$ cat src/rtl/seven_seg_scan_ctrl.sv
`timescale 1ns/1ps
// Time-multiplexed seven-segment scanner: double-buffered digit data, leading-zero
// blanking, PWM dimming and a per-slot guard window to suppress ghosting.
module seven_seg_scan_ctrl #(
    parameter int NUM_DIGITS = 6,
    parameter int SCAN_DIV   = 50000,
    parameter int GUARD      = 16,
    parameter int BRIGHT_W   = 4,
    parameter bit ACTIVE_LOW = 1'b1
) (
    input  logic                    clk,
    input  logic                    reset,
    input  logic [4*NUM_DIGITS-1:0] data_in,
    input  logic [NUM_DIGITS-1:0]   dp_in,
    input  logic                    load,
    input  logic                    blank_lz,
    input  logic [BRIGHT_W-1:0]     brightness,
    output logic [NUM_DIGITS-1:0]   addr,
    output logic [7:0]              out,
    output logic                    frame_done
);

    localparam int SW = (SCAN_DIV > 1) ? $clog2(SCAN_DIV) : 1;
    localparam int IW = (NUM_DIGITS > 1) ? $clog2(NUM_DIGITS) : 1;
    localparam int DW = 5 * NUM_DIGITS;
    localparam logic [SW-1:0] SLOT_LAST = SW'(SCAN_DIV - 1);
    localparam logic [IW-1:0] IDX_LAST  = IW'(NUM_DIGITS - 1);
    localparam logic [SW-1:0] GUARD_CNT = SW'(GUARD);

    logic [SW-1:0]         slot_cnt_q, slot_cnt_d;
    logic [IW-1:0]         idx_q, idx_d;
    logic [BRIGHT_W-1:0]   pwm_q, pwm_d;
    // Buffers hold {dp[NUM_DIGITS-1:0], hex digits} so one capture moves both.
    logic [DW-1:0]         shadow_q, shadow_d;
    logic [DW-1:0]         disp_q, disp_d;
    logic                  pend_q, pend_d;
    logic [NUM_DIGITS-1:0] addr_q, addr_d;
    logic [7:0]            seg_q, seg_d;

    logic                  slot_tc;
    logic                  frame_end;
    logic                  pwm_on;
    logic                  enable;
    logic [3:0]            cur_dig;
    logic                  cur_dp;
    logic                  cur_blank;
    logic [NUM_DIGITS-1:0] lz_mask;
    logic                  zero_run;

    function automatic logic [6:0] hex_glyph(input logic [3:0] v);
        logic [6:0] g;
        case (v)
            4'h0:    g = 7'h3F;
            4'h1:    g = 7'h06;
            4'h2:    g = 7'h5B;
            4'h3:    g = 7'h4F;
            4'h4:    g = 7'h66;
            4'h5:    g = 7'h6D;
            4'h6:    g = 7'h7D;
            4'h7:    g = 7'h07;
            4'h8:    g = 7'h7F;
            4'h9:    g = 7'h6F;
            4'hA:    g = 7'h77;
            4'hB:    g = 7'h7C;
            4'hC:    g = 7'h39;
            4'hD:    g = 7'h5E;
            4'hE:    g = 7'h79;
            default: g = 7'h71;
        endcase
        return g;
    endfunction

    always_comb begin
        slot_tc    = (slot_cnt_q == SLOT_LAST);
        frame_end  = slot_tc && (idx_q == IDX_LAST);
        slot_cnt_d = slot_tc ? '0 : slot_cnt_q + 1'b1;
        idx_d      = idx_q;
        if (slot_tc) begin
            idx_d = (idx_q == IDX_LAST) ? '0 : idx_q + 1'b1;
        end
        pwm_d = pwm_q + 1'b1;
    end

    // The display buffer only ever changes on the frame boundary.
    always_comb begin
        shadow_d = shadow_q;
        disp_d   = disp_q;
        pend_d   = pend_q;
        if (frame_end) begin
            if (load) begin
                disp_d = {dp_in, data_in};
                pend_d = 1'b0;
            end else if (pend_q) begin
                disp_d = shadow_q;
                pend_d = 1'b0;
            end
        end else if (load) begin
            shadow_d = {dp_in, data_in};
            pend_d   = 1'b1;
        end
    end

    // Walk from the most significant digit down; a digit is a leading zero while
    // every digit from the top down to it reads zero.
    always_comb begin
        lz_mask  = '0;
        zero_run = 1'b1;
        for (int k = NUM_DIGITS - 1; k >= 0; k--) begin
            zero_run   = zero_run && (disp_q[4*k +: 4] == 4'h0);
            lz_mask[k] = zero_run && (k != 0);
        end
    end

    always_comb begin
        cur_dig   = '0;
        cur_dp    = 1'b0;
        cur_blank = 1'b0;
        for (int k = 0; k < NUM_DIGITS; k++) begin
            if (idx_q == IW'(k)) begin
                cur_dig   = disp_q[4*k +: 4];
                cur_dp    = disp_q[4*NUM_DIGITS + k];
                cur_blank = blank_lz && lz_mask[k];
            end
        end
    end

    always_comb begin
        pwm_on = (brightness == '1) || (pwm_q < brightness);
        enable = (slot_cnt_q >= GUARD_CNT) && pwm_on;
        addr_d = '0;
        for (int k = 0; k < NUM_DIGITS; k++) begin
            addr_d[k] = enable && (idx_q == IW'(k));
        end
        seg_d = {cur_dp, (cur_blank ? 7'h00 : hex_glyph(cur_dig))};
    end

    always_ff @(posedge clk or negedge reset) begin
        if (!reset) begin
            slot_cnt_q <= '0;
            idx_q      <= '0;
            pwm_q      <= '0;
            shadow_q   <= '0;
            disp_q     <= '0;
            pend_q     <= 1'b0;
            addr_q     <= '0;
            seg_q      <= '0;
        end else begin
            slot_cnt_q <= slot_cnt_d;
            idx_q      <= idx_d;
            pwm_q      <= pwm_d;
            shadow_q   <= shadow_d;
            disp_q     <= disp_d;
            pend_q     <= pend_d;
            addr_q     <= addr_d;
            seg_q      <= seg_d;
        end
    end

    assign addr       = ACTIVE_LOW ? ~addr_q : addr_q;
    assign out        = ACTIVE_LOW ? ~seg_q  : seg_q;
    assign frame_done = frame_end;

endmodule

$ cat config.mk
export PLATFORM = sky130hd
export DESIGN_NAME = seven_seg_scan_ctrl
export DESIGN_NICKNAME = d
export VERILOG_FILES = /design/src/rtl/seven_seg_scan_ctrl.sv
export SDC_FILE = /design/constraint.sdc
export NUM_CORES = 1
export LEC_CHECK = 0
export ABC_AREA = 1
export BUFFER_PORTS_ARGS = -buffer_cell sky130_fd_sc_hd__buf_2
export CORE_MARGIN = 2
export CORE_UTILIZATION = 55
export DETAILED_ROUTE_END_ITERATION = 7
export HOLD_SLACK_MARGIN = 0.05
export PLACE_DENSITY = 0.75
export SLEW_MARGIN = 20
export SYNTH_ARGS = -nofsm -noshare
export SYNTH_HDL_FRONTEND = slang
export SYNTH_SLANG_ARGS = --single-unit
$ cat constraint.sdc
create_clock -name clk -period 5.9 [get_ports clk]
set_input_delay 0.295 -clock clk [delete_from_list [all_inputs] [get_ports clk]]
set_output_delay 0.295 -clock clk [all_outputs]
set_load 0.02 [all_outputs]
==> out/qor.txt, run 1 <==
Post-synthesis compound-gate area fraction = 0.09159
CTS tree = done
Vias per inst = 5.255
Status = complete, no violations
Peak supply drop = 0.1555 mV
Share of cells above drive strength 1 = 0.1460
Post-synth EDFFs = 0
CP dominant cell by count = nand2_1
Final wirelength = 9.718 mm
Met2 Wirelength = 4.344 mm
Max FO, Critical Path = 8
Register bit total from synthesis = 98
Fmax = 0.4145 GHz
Total GRT Usage = 0.2110
Share of the synthesized area in the top cell type = 0.4878
Async set-reset flop share out of synthesis = 1.000
Number of I/O port buffers = 52
H-Tree Depth = 3
Gr ovfl total = 0
Vias after detailed routing = 3,952
WL met1 = 4.841 mm
Post-Synth Adder-Cell Area = 0.03235
Clock power share = 0.352
Antenna cells = 0
Critical path buffers and inverters = 4
Max Slew Vio Count = 0
Number of antenna-violating nets in the routed design = 0
Boundary Pins = 53
Pleak = 2.934 nW
Flop pwr share = 0.582
Clock skew = 14.54 ps
Worst skew pair latency = 370 ps
Critical path's largest stage delay = 630 ps
CP endpoint kind = flop
Syn_area_per_cell = 8.464 um^2
Chip Width = 99.61 um
Synth area leader = dfrtp_1
Tmin final = 2413 ps
P&R area growth vs syn = 10.15%
Cells after synthesis = 594
Fin nets = 690
Initial Util = 0.5709
Storage element area = 2452 um^2
Main combinational cell family by area after synthesis = simple AND/OR/NAND/NOR gates
Area share of and/or/nand/nor cells after synthesis = 0.2479
RSZ-0062 raised after global routing = no
Mapped Area = 5027 um^2
Post-Synth XOR/XNOR Area = 0.01916
Setup violators final = 0
Worst rel slew slack = 0.4116
Sum Neg Setup Slack = 0 ps
Slowest-stage cell, CP = dfrtp_1
PwrDens = 216.9 nW/um^2
Max_cap viols = 0
Netlist cell types = 41
Int Power = 0.8951 mW
Top Layer Used = met4
Post-synth net total = 645
Top cells by area, synth = dfrtp_1 (49%), nand2_1 (11%), nand3_1 (5.0%)
DR WL met3 = 458 um
Die ar. = 9921 um^2
Sw Ratio = 0.2547
Drt initial violations = 284
Wire per inst = 12.92 um
First-pass GRT wire length = 16.95 mm
Core area = 8806 um^2
Drt pass-1 iters = 5
Crit Path Class = reg2reg
Slew @ Worst Pin = 882.6 ps
Post-detail-place hpwl = 6.841 mm
Sw Pwr = 0.3059 mW
Fillers = 784
Clk sinks = 98
Num CTS Buffers = 9
CP Cell Sequence = nand2_1, inv_1, ha_1, inv_1, nor2_1, nor2_1, nand2_1, nand2_1, nand2_1, inv_2, ha_1, inv_1, nand2_1, nand3_1, nand2_1, nor2_1
Vias in the first global route = 3,676
Initial antenna violation count = 0
Crit start category = flop
Logic pwr share = 0.066
Largest delay share family, worst path = simple AND/OR/NAND/NOR gates
Crit path required time = 6160 ps
Final Hold Vio Count = 0
Routability cong. = 0.8445
Min-Delay Path Class = in2reg
Clk root buf = clkbuf_8
Multi-input gate area = 2206 um^2
Multiplexer share of the synthesized area = 0.04778
Register area share after synthesis = 0.4878
Number of cell rows = 34
Die Span Y = 99.61 um
Ys flop type = dfrtp_1
CTS max path bufs = 2
Critical path arrival = 2670 ps
Syn. warnings = 0
Hold Slack = 169.2 ps
Largest net degree at the start of global routing = 74
Residual DRC count = 0
Final Cycle Share = 0.4089
Post-CTS Setup Bufs = 0
Reg clk slew, reported paths = 110 ps
## cells by family after synthesis
kind of cell / after synthesis
AOI/OAI and AO/OA: 78
xor gates and xnor gates: 11
adders and majority gates: 13
buffers and inverters: 89
DFF: 98
muxes: 24
and+or+nand+nor: 281
## final timing paths
path	start	end	slack (ps)	cells after the start
hold reg to reg	pwm_q[0]	pwm_q[0]	470	1
setup / recovery	idx_q[1]	seg_q[3]	3490	16
setup reg to reg	idx_q[1]	seg_q[3]	3490	16
hold / removal	data_in[17]	shadow_q[17]	170	3
min in group asynchronous	reset	pwm_q[2]	370	2
max in group asynchronous	reset	disp_q[15]	4340	3
## power groups by stage
stage	clock (mW)	sequential [mW]	combinational, mW
finish	0.423	0.698	0.0795
CTS	0.437	0.698	0.0812
global placement	0	0.711	0.0785
global route	0.466	0.701	0.0933
detailed placement	0	0.712	0.0807
floorplan	0	0.710	0.0450
## metal layers
| metal | GRT usage | vias up |
|---|---|---|
| met5 | 0 | - |
| met4 | 0.04953 | 0 |
| met3 | 0.04287 | 9 |
| met2 | 0.3254 | 103 |
| met1 | 0.3103 | 1829 |
| li1 | - | 2011 |
## cell type report
class,instances,area share
Clock buffer,10,0.02485
Timing Repair Buffer,56,0.05332
Multi-Input combinational cell,407,0.3983
Tap cell,108,0.02440
Inverter,67,0.04587
Clock inverter,6,0.01039
Sequential cell,98,0.4428
## sequential cells by signal, indices dropped and copies added, names as in the netlist
signal	count
slot_cnt_q	16
pwm_q	4
pend_q	1
disp_q	30
addr_q	6
shadow_q	30
idx_q	3
seg_q	8
## synth_stat cells, types with 2 or more instances
library cell,number
nand2_1,152
nor4_1,4
buf_4,5
buf_1,3
nand4_1,10
mux2i_1,24
xor2_1,9
inv_1,60
a21oi_1,14
a21oi_4,2
clkbuf_1,8
o211ai_1,2
o21ai_2,2
nor2_8,2
ha_1,13
dfrtp_1,98
buf_2,5
inv_2,6
nor2_2,2
nor3_1,11
xnor2_1,2
o21ai_1,15
o21ai_0,36
nor2_1,43
nand3_1,50
## metrics by stage
step | area, um^2 | total power, mW | cells | util | setup WS [ps]
finish | 5538 | 1.201 | 752 | 0.6289 | 3487
global route | 5538 | 1.261 | 752 | 0.6289 | 3226
CTS | 5538 | 1.217 | 752 | 0.6289 | 3520
detailed placement | 5333 | 0.7924 | 735 | 0.6056 | 3566
global placement | 5333 | 0.7893 | 735 | 0.6056 | 3659
floorplan | 5027 | 0.7546 | 594 | - | 3717
## cell usage in the layout, fill, tap and decap left out, types with 2 or more instances in the layout
cell      instances
nor3_1           11
dfrtp_1          98
inv_2             6
nand2_1         152
xor2_1            9
nor2_1           43
nor2_8            2
a21oi_1          14
clkinv_4          3
clkbuf_8         10
buf_2            51
mux2i_1          24
nand4_1          10
o211ai_1          2
a21oi_4           2
nor4_1            4
o21ai_1          15
inv_8             2
o21ai_0          36
xnor2_1           2
nor2_2            2
buf_4             4
ha_1             13
nand3_1          50
o21ai_2           2
inv_1            60
## worst min-delay path, stage by stage
cell     delay, ps
buf_2           90
nand3_1         70
nand2_1         60
## what timing repair did
item | CTS | global route
hold buffers | 1 | 0
endpoints found under the hold margin | 25 | 0
gates resized for setup | 0 | 0
Note: power is estimated with default switching activity, not from simulation.
==> run 2: changes to the inputs <==
Settings changed: CORE_UTILIZATION 55 to 53, PLACE_DENSITY 0.75 to 0.76.
Clock period 5.9 ns to 2.12 ns, I/O delays scaled along.
==> run 2 against run 1 <==
Against the previous run:
- first-iteration DRC count is 18% lower
- hold slack improved by 50 ps
- final area increased by 13%
- final cell count grew 10%
- total power rose to 3.1 times the previous value
- count of clock-buffer cells in the layout grew 1
- die area is 3.6% higher
- critical path type unchanged
- highest routed layer unchanged
==> out/qor.txt, run 2 (synthesis results as in run 1) <==
Most common cell after layout, fill and taps aside = nand2_1 (unchanged)
Initial Util = 0.5441 (was 0.5709)
Pleak = 3.230 nW (was 2.934 nW)
Largest regs = disp_q x30, shadow_q x30, slot_cnt_q x16 (unchanged)
H-Tree Depth = 3 (unchanged)
Gr ovfl total = 0 (unchanged)
Chip Width = 101.4 um (was 99.61 um)
Drt initial violations = 232 (was 284)
Status = complete, no violations (unchanged)
Pre-CTS WS = 36.88 ps (was 3566 ps)
Initial antenna violation count = 0 (unchanged)
Fmax = 0.4888 GHz (was 0.4145 GHz)
P&R area growth vs syn = 24.22% (was 10.15%)
Die ar. = 10,280 um^2 (was 9921 um^2)
Crit start category = flop (unchanged)
First-pass GRT wire length = 18.48 mm (was 16.95 mm)
Critical path arrival = 2340 ps (was 2670 ps)
Peak supply drop = 0.4785 mV (was 0.1555 mV)
Final Cycle Share = 0.9650 (was 0.4089)
Hold Path Sink = shadow_q[0] (was shadow_q[17])
Number of antenna-violating nets in the routed design = 0 (unchanged)
Clk sinks = 98 (unchanged)
Fin nets = 747 (was 690)
Residual DRC count = 0 (unchanged)
CTS tree = done (unchanged)
Max_cap viols = 0 (unchanged)
Drt pass-1 iters = 5 (unchanged)
Tmin final = 2046 ps (was 2413 ps)
Share of cells above drive strength 1 = 0.1926 (was 0.1460)
PwrDens = 597.2 nW/um^2 (was 216.9 nW/um^2)
Most frequent cells in the layout = nand2_1 (147), dfrtp_1 (97), inv_1 (59) (was nand2_1 (152), dfrtp_1 (98), inv_1 (60))
Hold Startpoint = load (was data_in[17])
RR Startpoint = idx_q[1] (unchanged)
Placed Area = 5487 um^2 (was 5333 um^2)
Number of I/O port buffers = 52 (unchanged)
Max FO, Critical Path = 6 (was 8)
Core area = 9240 um^2 (was 8806 um^2)
Clk root buf = clkbuf_8 (unchanged)
Vias per inst = 5.107 (was 5.255)
Crit path required time = 2410 ps (was 6160 ps)
Clock skew = 13.65 ps (was 14.54 ps)
Worst skew pair latency = 370 ps (about the same)
Post-detail-place hpwl = 7.289 mm (was 6.841 mm)
RR Endpoint = seg_q[3] (unchanged)
Setup violators final = 0 (unchanged)
WHS Path Cells = 3 (unchanged)
Routability cong. = 0.8887 (was 0.8445)
Reg clk slew, reported paths = 100 ps (was 110 ps)
Slew @ Worst Pin = 823.7 ps (was 882.6 ps)
Total GRT Usage = 0.2248 (was 0.2110)
Vias after detailed routing = 4,239 (was 3,952)
Worst R2R Setup Slack = 70 ps (was 3490 ps)
Wire per inst = 13.41 um (was 12.92 um)
Min-Delay Path Class = in2reg (unchanged)
Final wirelength = 11.13 mm (was 9.718 mm)
Num CTS Buffers = 9 (unchanged)
Number of cell rows = 35 (was 34)
Final Hold Vio Count = 0 (unchanged)
Layout Utilization = 0.6758 (was 0.6289)
Crit Path Class = reg2reg (unchanged)
CTS max path bufs = 2 (unchanged)
Vias in the first global route = 4,027 (was 3,676)
Finished Cell Area = 6245 um^2 (was 5538 um^2)
RSZ-0062 raised after global routing = yes (was no)
Max Slew Vio Count = 0 (unchanged)
Antenna cells = 0 (unchanged)
CP endpoint kind = flop (unchanged)
Fillers = 708 (was 784)
Setup ws final = 74.12 ps (was 3487 ps)
Die Span Y = 101.4 um (was 99.61 um)
Boundary Pins = 53 (unchanged)
Largest net degree at the start of global routing = 65 (was 74)
Worst r2r path cells = 14 (was 16)
Worst rel slew slack = 0.4509 (was 0.4116)
run 2: how the worst max path moves through the flow:
stage / slack (ps) / start / cells past startpoint / to
2_1_floorplan: 20 / idx_q[2] / 16 / seg_q[3]
3_3_place_gp: 140 / idx_q[1] / 14 / seg_q[0]
3_5_place_dp: 40 / idx_q[1] / 14 / seg_q[3]
4_1_cts: 6 / slot_cnt_q[10] / 6 / frame_done
5_1_grt: -70 / idx_q[1] / 14 / seg_q[3]
6_report: 70 / idx_q[1] / 14 / seg_q[3]
run 2: layout make-up:
cell class,instances,area (um^2),area share
clock buffer,11,151.4,0.02424
sequential,98,2454,0.3929
inverter,67,264.0,0.04228
clock inverter,5,107.6,0.01723
tap,129,161.4,0.02585
multi-input combinational,408,2283,0.3657
timing repair buffer,112,823.3,0.1318
run 2: timing repair:
item,in CTS,in global routing
gates resized for setup,0,23
setup buffers,0,13
hold buffers,31,0
endpoints found under the setup margin,0,8
endpoints found under the hold margin,95,0
run 2: report_power, final:
group	internal, mW	total (mW)	switching (mW)
logic	0.131	0.280	0.150
clock network	0.855	1.51	0.651
registers	1.92	1.94	0.0251
run 2: critical path: stages (launching register included):
cell and delay (ps):
dfrtp_2 470, buf_4 190, nor2_8 140, inv_2 90
nor2_8 140, a21oi_1 60, nand2_1 100, nand2_2 70
buf_4 140, ha_2 190, inv_1 50, nand2_1 70
nand3_2 90, nand2_1 50, nor2_1 110
run 2: routing by layer:
layer  up-vias  part of all wire  GRT usage
li1       2134                 -          -
met1      1977              0.46     0.3085
met2       110              0.48     0.3663
met3        18             0.042    0.04141
met4         0             0.015    0.06757
met5         -                 0          0
run 2: metrics by stage:
| stage | std cells | hold slack, ps | setup TNS [ps] | total power [mW] |
|---|---|---|---|---|
| finish | 830 | 218.8 | 0 | 3.730 |
| global route | 830 | 226.3 | -220.0 | 3.867 |
| CTS | 816 | 207.9 | 0 | 3.743 |
| detailed placement | 769 | 264.5 | 0 | 2.218 |
| global placement | 769 | 257.2 | 0 | 2.207 |
| floorplan | 594 | -189.6 | 0 | 2.100 |
==> run 3: changes to the inputs <==
Settings changed: ABC_CLOCK_PERIOD_IN_PS set to 2120, REMOVE_ABC_BUFFERS set to 1.
==> run 3 against run 2 <==
Against the previous run:
- clock skew decreased by 5.3 ps
- final cell count is 0.36% lower
- count of clock-buffer cells in the layout down 1
- non-clock buffer count shrank 2
- critical path type unchanged
- critical endpoint unchanged
==> out/qor.txt, run 3 (synthesis results as in run 1) <==
Status = complete, no violations (unchanged)
Clock power share = 0.357 (was 0.404)
Worst skew pair latency = 360 ps (was 370 ps)
Crit start category = flop (unchanged)
Max FO, Critical Path = 6 (unchanged)
Min-Delay Path Class = in2reg (unchanged)
Total GRT Usage = 0.2247 (was 0.2248)
CTS tree = done (unchanged)
Logic pwr share = 0.078 (was 0.075)
Final wirelength = 11.08 mm (was 11.13 mm)
Most common cell after layout, fill and taps aside = nand2_1 (unchanged)
WL met1 = 4.894 mm (was 5.127 mm)
Tmin final = 2071 ps (was 2046 ps)
Worst rel slew slack = 0.6618 (was 0.4509)
Worst r2r path cells = 12 (was 14)
Share of cells above drive strength 1 = 0.2106 (was 0.1926)
Setup crit end = seg_q[3] (unchanged)
Sw Pwr = 0.8214 mW (was 0.8259 mW)
Largest delay share family, worst path = simple AND/OR/NAND/NOR gates (unchanged)
PwrDens = 554.7 nW/um^2 (was 597.2 nW/um^2)
Met2 Wirelength = 5.514 mm (was 5.374 mm)
Slowest-stage cell, CP = dfrtp_1 (was dfrtp_2)
Die Span Y = 101.4 um (unchanged)
Peak supply drop = 0.3470 mV (was 0.4785 mV)
Vias per inst = 5.184 (was 5.107)
Int Power = 2.625 mW (was 2.904 mW)
Chip Width = 101.4 um (unchanged)
Clk root buf = clkbuf_8 (unchanged)
Final Hold Vio Count = 0 (unchanged)
Crit Path Class = reg2reg (unchanged)
RR Startpoint = idx_q[2] (was idx_q[1])
Vias in the first global route = 4,019 (was 4,027)
Setup violators final = 0 (unchanged)
Sw Ratio = 0.2384 (was 0.2214)
Gr ovfl total = 0 (unchanged)
Fin nets = 744 (was 747)
Crit. path cell count = 12 (was 14)
Clock skew = 8.329 ps (was 13.65 ps)
Critical path's largest stage delay = 400 ps (was 470 ps)
Timing startpoint of the critical path = idx_q[2] (was idx_q[1])
Initial antenna violation count = 0 (unchanged)
Drt initial violations = 236 (was 232)
Post-detail-place hpwl = 7.167 mm (was 7.289 mm)
P&R area growth vs syn = 23.57% (was 24.22%)
Sum Neg Setup Slack = 0 ps (unchanged)
Number of cell rows = 35 (unchanged)
CTS max path bufs = 2 (unchanged)
Crit path required time = 2380 ps (was 2410 ps)
Residual DRC count = 0 (unchanged)
Vias after detailed routing = 4,287 (was 4,239)
Clk sinks = 98 (unchanged)
Routability cong. = 0.9129 (was 0.8887)
Most frequent cells in the layout = nand2_1 (145), dfrtp_1 (95), inv_1 (58) (was nand2_1 (147), dfrtp_1 (97), inv_1 (59))
Die ar. = 10,280 um^2 (unchanged)
DR WL met3 = 426 um (was 462 um)
Drt pass-1 iters = 5 (unchanged)
Slew @ Worst Pin = 507.3 ps (was 823.7 ps)
Core area = 9240 um^2 (unchanged)
Setup ws final = 49.29 ps (was 74.12 ps)
Worst R2R Setup Slack = 50 ps (was 70 ps)
Largest regs = disp_q x30, shadow_q x30, slot_cnt_q x16 (unchanged)
Max Slew Vio Count = 0 (unchanged)
First-pass GRT wire length = 18.40 mm (was 18.48 mm)
H-Tree Depth = 3 (unchanged)
Boundary Pins = 53 (unchanged)
Flop pwr share = 0.565 (was 0.521)
CP dominant cell by count = nor2_2 (was nand2_1)
Critical path arrival = 2330 ps (was 2340 ps)
Reg clk slew, reported paths = 90 ps (was 100 ps)
CP endpoint kind = flop (unchanged)
Top Layer Used = met4 (unchanged)
Pleak = 3.179 nW (was 3.230 nW)
Initial Util = 0.5441 (unchanged)
Pre-CTS WS = 74.83 ps (was 36.88 ps)
RSZ-0062 raised after global routing = yes (unchanged)
Fmax = 0.4829 GHz (was 0.4888 GHz)
Number of I/O port buffers = 52 (unchanged)
RR Endpoint = seg_q[3] (unchanged)
Final Cycle Share = 0.9767 (was 0.9650)
Wire per inst = 13.40 um (was 13.41 um)
CP Cell Sequence = inv_4, buf_4, nor3_4, inv_2, nor2_2, nor2_2, a21oi_4, buf_4, ha_2, nand2_1, a21oi_2, nor2_2 (was buf_4, nor2_8, inv_2, nor2_8, a21oi_1, nand2_1, nand2_2, buf_4, ha_2, inv_1, nand2_1, nand3_2, nand2_1, nor2_1)
Critical path buffers and inverters = 4 (unchanged)
Largest net degree at the start of global routing = 99 (was 65)
Antenna cells = 0 (unchanged)
Num CTS Buffers = 9 (unchanged)
Max_cap viols = 0 (unchanged)
Number of antenna-violating nets in the routed design = 0 (unchanged)
run 3: metal layers:
metal  vias up  global-route usage
met5         -                   0
met4         0             0.08836
met3        21             0.02761
met2       119              0.3780
met1      2022              0.2982
li1       2125                   -
run 3: what timing repair did:
| action | CTS | global route |
|---|---|---|
| hold buffers | 31 | 0 |
| endpoints found under the setup margin | 0 | 9 |
| setup buffers | 0 | 14 |
| gates resized for setup | 0 | 38 |
| hold endpoints to repair | 130 | 0 |
run 3: cell type report:
type / instances / area [um^2]
Sequential cell: 98 / 2456
Multi-Input combinational cell: 407 / 2325
Tap cell: 129 / 161.4
Fill cell: 709 / 3028
Clock inverter: 6 / 65.06
Inverter: 67 / 259.0
Clock buffer: 10 / 137.6
Timing Repair Buffer: 110 / 808.3
run 3: worst min-delay path by stage:
stage	from	endpoint	slack (ps)	depth (start not counted)
2_1_floorplan	reset	addr_q[0]	-190	0
3_3_place_gp	reset	slot_cnt_q[7]	200	2
3_5_place_dp	reset	slot_cnt_q[10]	200	2
4_1_cts	load	pend_q	110	3
5_1_grt	load	pend_q	140	3
6_report	load	pend_q	130	3
run 3: stage by stage:
stage | cell area (um^2) | cells | util | hold slack (ps) | total power, mW
2_1_floorplan | 4912 | 572 | - | -189.6 | 2.076
3_3_place_gp | 5459 | 766 | 0.5908 | 201.6 | 2.198
3_5_place_dp | 5459 | 766 | 0.5908 | 204.5 | 2.210
4_1_cts | 5972 | 813 | 0.6463 | 114.3 | 3.475
5_1_grt | 6212 | 827 | 0.6723 | 142.1 | 3.600
6_report | 6212 | 827 | 0.6723 | 127.4 | 3.446
run 3: tightest hold or removal path, stage by stage:
cell	delay (ps)
buf_2	180
o21ai_0	120
inv_1	50
run 3: power by group through the flow:
stage	clock network [mW]	logic [mW]	registers, mW
global route	1.34	0.307	1.95
detailed placement	0	0.229	1.98
finish	1.23	0.270	1.95
CTS	1.26	0.272	1.95
floorplan	0	0.101	1.97
global placement	0	0.220	1.98
